## src/rtl/ml_linear_regression_seq.sv

```systemverilog
// Sequential linear-regression engine: one shared signed MAC walks a
// LENGTH-entry weight file, then a single scale step adds the bias and
// presents one fixed-point result per vector on a valid/ready port.
module ml_linear_regression_seq #(
  parameter int unsigned WIDTH     = 32,
  parameter int unsigned FRAC_BITS = 16,
  parameter int unsigned LENGTH    = 16,
  localparam int unsigned IDX_W    = $clog2(LENGTH)
) (
  input  logic             clk,
  input  logic             rst,
  input  logic             w_we,
  input  logic [IDX_W-1:0] w_addr,
  input  logic [WIDTH-1:0] w_data,
  input  logic             b_we,
  input  logic [WIDTH-1:0] b_data,
  input  logic             in_valid,
  output logic             in_ready,
  input  logic [WIDTH-1:0] in_data,
  output logic             out_valid,
  input  logic             out_ready,
  output logic [WIDTH-1:0] out_data,
  output logic             busy,
  output logic             cfg_err
);

  localparam int unsigned PROD_W = 2 * WIDTH;
  // Headroom for LENGTH full-scale products, so the sum never wraps.
  localparam int unsigned ACC_W  = PROD_W + IDX_W;

  typedef enum logic [1:0] {
    ST_ACCUM  = 2'd0,
    ST_SCALE  = 2'd1,
    ST_OUTPUT = 2'd2
  } state_e;

  state_e                    state_q, state_d;
  logic        [IDX_W-1:0]   idx_q, idx_d;
  logic signed [ACC_W-1:0]   acc_q, acc_d;
  logic        [WIDTH-1:0]   w_q [LENGTH];
  logic        [WIDTH-1:0]   w_d [LENGTH];
  logic        [WIDTH-1:0]   bias_q, bias_d;
  logic        [WIDTH-1:0]   out_data_q, out_data_d;
  logic                      in_ready_q, in_ready_d;
  logic                      out_valid_q, out_valid_d;
  logic                      busy_q, busy_d;
  logic                      cfg_err_q, cfg_err_d;

  logic                      in_fire_c;
  logic                      out_fire_c;
  logic                      w_hit_c;
  logic signed [PROD_W-1:0]  prod_c;

  // Handshakes, address range check and the shared signed multiplier.
  always_comb begin
    in_fire_c  = in_valid & in_ready_q;
    out_fire_c = out_valid_q & out_ready;
    w_hit_c    = (32'(w_addr) < LENGTH);
    prod_c     = PROD_W'($signed(w_q[idx_q])) * PROD_W'($signed(in_data));
  end

  // Next-state logic for the sequencer, accumulator and registered outputs.
  always_comb begin
    state_d    = state_q;
    idx_d      = idx_q;
    acc_d      = acc_q;
    out_data_d = out_data_q;

    case (state_q)
      ST_ACCUM: begin
        if (in_fire_c) begin
          // The first product overwrites the accumulator, so no clear cycle.
          if (idx_q == '0) begin
            acc_d = ACC_W'(prod_c);
          end else begin
            acc_d = acc_q + ACC_W'(prod_c);
          end
          if (idx_q == IDX_W'(LENGTH - 1)) begin
            idx_d   = '0;
            state_d = ST_SCALE;
          end else begin
            idx_d = idx_q + IDX_W'(1);
          end
        end
      end
      ST_SCALE: begin
        // Arithmetic shift back to the Q format, then wrap-around bias add.
        out_data_d = WIDTH'(acc_q >>> FRAC_BITS) + bias_q;
        state_d    = ST_OUTPUT;
      end
      ST_OUTPUT: begin
        if (out_fire_c) begin
          state_d = ST_ACCUM;
        end
      end
      default: begin
        state_d = ST_ACCUM;
      end
    endcase

    in_ready_d  = (state_d == ST_ACCUM);
    out_valid_d = (state_d == ST_OUTPUT);
    busy_d      = (idx_d != '0) || (state_d != ST_ACCUM);
  end

  // Configuration writes land only while idle; a dropped write flags cfg_err.
  always_comb begin
    w_d       = w_q;
    bias_d    = bias_q;
    cfg_err_d = (w_we | b_we) & busy_q;
    if (!busy_q) begin
      if (w_we && w_hit_c) begin
        w_d[w_addr] = w_data;
      end
      if (b_we) begin
        bias_d = b_data;
      end
    end
  end

  // All state, including the weight file, is cleared by the synchronous reset.
  always_ff @(posedge clk) begin
    if (rst) begin
      state_q     <= ST_ACCUM;
      idx_q       <= '0;
      acc_q       <= '0;
      for (int i = 0; i < int'(LENGTH); i++) begin
        w_q[i] <= '0;
      end
      bias_q      <= '0;
      out_data_q  <= '0;
      in_ready_q  <= 1'b1;
      out_valid_q <= 1'b0;
      busy_q      <= 1'b0;
      cfg_err_q   <= 1'b0;
    end else begin
      state_q     <= state_d;
      idx_q       <= idx_d;
      acc_q       <= acc_d;
      for (int i = 0; i < int'(LENGTH); i++) begin
        w_q[i] <= w_d[i];
      end
      bias_q      <= bias_d;
      out_data_q  <= out_data_d;
      in_ready_q  <= in_ready_d;
      out_valid_q <= out_valid_d;
      busy_q      <= busy_d;
      cfg_err_q   <= cfg_err_d;
    end
  end

  assign in_ready  = in_ready_q;
  assign out_valid = out_valid_q;
  assign out_data  = out_data_q;
  assign busy      = busy_q;
  assign cfg_err   = cfg_err_q;

endmodule
```

## config.mk

```make
export PLATFORM = sky130hd
export DESIGN_NAME = ml_linear_regression_seq
export DESIGN_NICKNAME = d
export VERILOG_FILES = /design/src/rtl/ml_linear_regression_seq.sv
export SDC_FILE = /design/constraint.sdc
export NUM_CORES = 2
export LEC_CHECK = 0
export CORE_UTILIZATION = 40
export DETAILED_ROUTE_END_ITERATION = 16
export DONT_BUFFER_PORTS = 1
export GPL_ROUTABILITY_DRIVEN = 0
export PLACE_DENSITY = 0.64
export REMOVE_ABC_BUFFERS = 1
export SLEW_MARGIN = 20
export SYNTH_ARGS = -nofsm -noshare
export SYNTH_HDL_FRONTEND = slang
export SYNTH_SLANG_ARGS = --single-unit
export TNS_END_PERCENT = 1
```

## constraint.sdc

```tcl
create_clock -name clk -period 29.2 [get_ports clk]
set_input_delay 2.92 -clock clk [delete_from_list [all_inputs] [get_ports clk]]
set_output_delay 2.92 -clock clk [all_outputs]
set_load 0.005 [all_outputs]
```

==> Yosys cells after proc, flatten, opt, wreduce, memory -nomap -nowiden <==
Index checks and enable logic that the tools add are counted.
{ "word_totals": {"ff_bits": 654, "latchBits": 0, "ram_bits": 0, "mem_bits_ro": 0, "inputBits": 106, "output_inout_bits": 36, "n_memories": 0} }
{ "classes": {"n_addsub": 3, "multipliers": 1, "div_mod_pow": 0, "magnitude_cmp": 3, "eq_ne": 4, "shift": 0, "mux": 14, "bitwise_logic": 7, "n_reduce_logical": 10} }
{ "op_table": {"columns": ["op", "count"], "rows": [
  ["512-bit bitwise mux", 1],
  ["32-bit binary-select mux with 4-bit select", 1],
  ["32-bit demux with 4-bit select", 1],
  ["32-bit 2-to-1 mux", 3],
  ["68-bit by 64-bit adder with 68-bit output", 1],
  ["68-bit 2-to-1 mux", 1],
  ["32-bit by 32-bit multiplier with 64-bit output", 1],
  ["32-bit adder", 1],
  ["4-bit 2-to-1 mux", 3],
  ["5-bit greater-or-equal comparator (second input constant)", 2],
  ["4-bit inverter with 5-bit output", 2],
  ["2-bit 2-to-1 mux", 3],
  ["2-bit case mux with 3 select lines", 1],
  ["2-bit AND reduction", 3],
  ["5-bit by 1-bit less-than comparator with 1-bit output (second input constant)", 1],
  ["4-bit by 1-bit adder with 4-bit output (second input constant)", 1],
  ["2-bit == test (second input constant)", 2],
  ["4-bit == test (second input constant)", 1],
  ["2-bit logical NOT", 2],
  ["4-bit logical NOT", 1],
  ["4-bit nonzero test", 1],
  ["1-bit AND", 3],
  ["2-bit by 1-bit == test with 1-bit output (second input constant)", 1],
  ["2-bit nonzero test", 1],
  ["4 further kinds", 4]
]} }

==> Logic depth before layout (Yosys ltp) <==
{ "logic_depth": {"ltp_word": 7, "ltp_mapped": 53, "mapped_depth_nobuf": 42} }

==> Worst setup path before layout <==
No wires, ideal clock.
{ "synth_path": {"kind": "reg2reg", "start": "register idx_q[0]", "end": "register acc_q[47]", "setup_time_ns": 0.066, "arrival_ns": 11.650, "required_time_ns": 29.134, "path_slack_ns": 17.484, "stages_incl_launch_ff": 49, "cell_sequence": "dfxtp_1 > buf_6 > buf_6 > buf_8 > buf_8 > buf_6 > buf_6 > buf_2 > buf_4 > buf_2 > mux4_2 > mux4_2 > clkbuf_1 > and2_1 > fa_1 > fa_1 > fa_1 > inv_1 > (+13 left out) > o21ai_0 > a221o_1 > a21oi_1 > mux2i_1 > nand2b_1 > ha_1 > a21oi_1 > o21ai_0 > a21o_1 > a21o_1 > a21o_1 > a21o_1 > a21oi_1 > and2_1 > mux2i_1 > o21ai_2 > nand2_1 > a21oi_2"} }
{ "synth_between": {"elab_chain_cells": 7, "elab_cells_between_ends": 8, "cone_classes": "add/sub (1); mul (1); mux (4); bitwise (1); reduce/logical (1)"} }
{ "synth_lines": {"columns": ["item", "line_no", "text"], "rows": [
  ["start: declaration", "38", "logic [IDX_W-1:0] idx_q, idx_d;"],
  ["start signal: assignment", "138", "idx_q <= idx_d;"],
  ["4-bit inverter with 5-bit output (implied by the code)", "59", "prod_c = PROD_W'($signed(w_q[idx_q])) * PROD_W'($signed(in_data));"],
  ["32-bit binary-select mux with 4-bit select", "59", null],
  ["32-bit 2-to-1 mux (implied by the code) (2 in a row)", "59", null],
  ["32-bit by 32-bit multiplier with 64-bit output", "59", null],
  ["68-bit by 64-bit adder with 68-bit output", "76", "acc_d = acc_q + ACC_W'(prod_c);"],
  ["68-bit 2-to-1 mux *", "73", "if (idx_q == '0) begin"],
  ["end signal: assignment", "126", "acc_q <= '0;"],
  ["end signal: assignment", "139", "acc_q <= acc_d;"],
  ["end: declaration", "39", "logic signed [ACC_W-1:0] acc_q, acc_d;"]
]} }
Every way passes the cells marked *; elsewhere a longest branch is shown, timed or not. The select of a mux whose other input is x is not followed.
A chain may end at the register's enable or synchronous reset.

==> Final worst setup path <==
{ "layout_path": {"start": "register idx_q[1]", "end": "register acc_q[47]"} }
The elaborated chain is that of the path after synthesis.

==> impl_metrics.toml <==
[setup_path]
cpPeakStageDelay_ns = 0.93
critPathSlowestCell = "dfxtp_4"
critical_path.endpoint_type = "register"
worstSetupStartpointType = "register"
criticalPathCategory = "reg -> reg"
cpMostUsedCell = "fa_1"
arrival_ns = 13.34
cp.required_ns = 29.72
crit_fanout = 49

[grt]
grt_max_degree = 620
grt_pass1_wl_mm = 278
grt_antenna_before_repair = 6
grt_pass1_vias = 48100
grt_util_all_layers_pct = 23.4
overflow = 0

[pwr]
power_density_nw_per_um2 = 75.1
vdd_drop_max_uv = 204
cellLeakagePower_uw = 0.0272

[clock_network]
cts_sinks = 634
cts_tree = "yes"
clock_path_buffers = 3
cts_resized = 0
path_clk_slew_ns = 0.06
cts_setup_buffers = 0
cts_max_level = 3
cts_hold_buf = 0
clkLatencyLatePin_ns = 0.64
root_buffer = "clkbuf_16"
numCtsBuffers = 70

[synthesis]
postSynthCellCount = 6867
yosysSeqAreaShare_pct = 21.3
synth_area_leaders = "fa_1, dfxtp_1, nand2_1"
synth_top_area_share_pct = 28.3
syn_area_per_cell_um2 = 8.67
synth_ff_type = "dfxtp_1"
ys_top_cells_by_count = "nand2_1, fa_1, inv_1, a21oi_1, dfxtp_1"
async_flop_share_pct = 0
synth_most_common_cell = "nand2_1"
synth_edf_count = 0
ys_ff_latch = 634
yosys.area.top_type = "fa_1"
syn_area_um2 = 59500
ys_types = 71
synth_warnings = 0

[timing]
fin_crit_ns = 12.82
totalNegativeSetupSlack_ns = 0
finClkSkew_ns = 0.0208
slew_headroom_pct = -27.6
max_freq_mhz = 78.0
setup_viol = 0
period_share_pct = 43.9
finalHoldViolations = 0
worst_pin_slew_ns = 1.91
rsz0062_at_grt = "no"
drv_slew = 300

[routing]
ant_nets = 0
route.detailed.drc = 0
drtIter0Drc = 3968
vias = 46300
routed_wl_mm = 175
first_pass_iters = 5
via_per_inst = 5.43
wire_per_inst_um = 20.5

[floorplan]
rows = 141
die_w_um = 388
die_h_um = 388
start_util_pct = 40.3
io_pins = 142
die_area_um2 = 150000
core_um2 = 148000

[finish]
area_growth_pct = 6.00
final_area_um2 = 63100
nets = 7735
fin_cells = 8523
layout-drive-gt1-share_pct = 5.60
fillers = 14300

[place]
dp.cells = 8395
dpl.hpwl_mm = 118
dpl_cell_area_um2 = 60700
io_buffers = 0

[job]
cap_viol_max_count = 0

[run_status]
outcome = "complete, but fails checks"
failed_checks = "max-slew violations"

[hold_path]
hp-class = "reg -> reg"
stage by stage:
stage	hold slack [ns]	utilization (%)	setup WS [ns]	total power [uW]
floorplan	0.425	-	14.07	3130
global placement	0.437	41.1	16.53	3810
detailed placement	0.442	41.1	16.50	3830
CTS	0.450	42.7	16.39	4750
global route	0.461	42.7	15.71	5110
finish	0.450	42.7	16.38	4740
critical path: cells and delay by family, from the launching register on:
family          cells  cell delay, ns
compound gates     18            3.66
fa+ha+maj          10            4.59
buf+inv             3            0.88
flops               1            0.93
mux                 4            1.75
simple gates        4            0.78
sequential cells by signal, indices dropped and copies added (netlist names):
register	cells
in_ready	1
busy	1
acc_q	48
cfg_err	1
bias_q	32
w_q	512
out_valid	1
idx_q	4
out_data	32
state_q	2
layout by cell type, fill, tap and decap left out, types with 16 or more instances in the layout:
| cell | instances |
|---|---|
| nand2b_1 | 35 |
| a21oi_1 | 701 |
| o21a_1 | 17 |
| xor2_1 | 44 |
| dfxtp_1 | 631 |
| o21ai_0 | 82 |
| fa_1 | 841 |
| a21o_1 | 84 |
| nor2_1 | 121 |
| clkbuf_16 | 70 |
| inv_1 | 838 |
| clkbuf_8 | 18 |
| buf_4 | 75 |
| a211oi_1 | 22 |
| nand3_1 | 28 |
| and2_1 | 503 |
| a311oi_1 | 23 |
| xnor2_1 | 90 |
| nand2_1 | 1657 |
| nor3_1 | 26 |
| a31oi_1 | 16 |
| mux4_1 | 21 |
| mux2i_1 | 27 |
| ha_1 | 251 |
| and3_1 | 17 |
| nor2b_1 | 20 |
| mux4_2 | 122 |
final cells by class:
| cell class | count | area, um2 | share of cell area (%) |
|---|---|---|---|
| inverters | 840 | 3150 | 5.00 |
| well taps | 1930 | 2410 | 3.83 |
| clock buffers | 101 | 2050 | 3.25 |
| multi-input cells | 4915 | 41900 | 66.4 |
| repair buffers | 76 | 583 | 0.924 |
| diodes | 2 | 5.00 | 0.00793 |
| flip-flops and latches | 634 | 12700 | 20.1 |
| clock inverters | 25 | 317 | 0.502 |
path summary, 6_finish.rpt:
path                            depth (start not counted)  slack, ns  startpoint   endpoint
worst max-delay path                                   39      16.38    idx_q[1]  acc_q[47]
worst min-delay path                                    2       0.45     w_q[92]    w_q[92]
worst max register to register                         39      16.38    idx_q[1]  acc_q[47]
worst min register to register                          2       0.45     w_q[92]    w_q[92]
cells by family after synthesis:
logic type                 share of synthesized area, %
muxes                                              6.05
DFF                                                21.3
xor gates and xnor gates                           2.15
adders and majority gates                          33.6
buffers and inverters                              8.60
and+or+nand+nor                                    18.4
AOI/OAI and AO/OA                                  9.91
layer usage:
layer / track usage, % / vias up / share of wire, %
met3: 3.58 / 390 / 6.9
met2: 41.5 / 1597 / 51
met1: 28.6 / 23400 / 39
met4: 8.40 / 6 / 3.7
li1: - / 20900 / -
met5: 0 / - / 0.013
where the power goes:
part / switching, uW / internal (uW)
Sequential: 28.1 / 892
Clock: 387 / 522
Combinational: 1660 / 1250
Total: 2080 / 2660
Power figures use the tool's default switching activity.
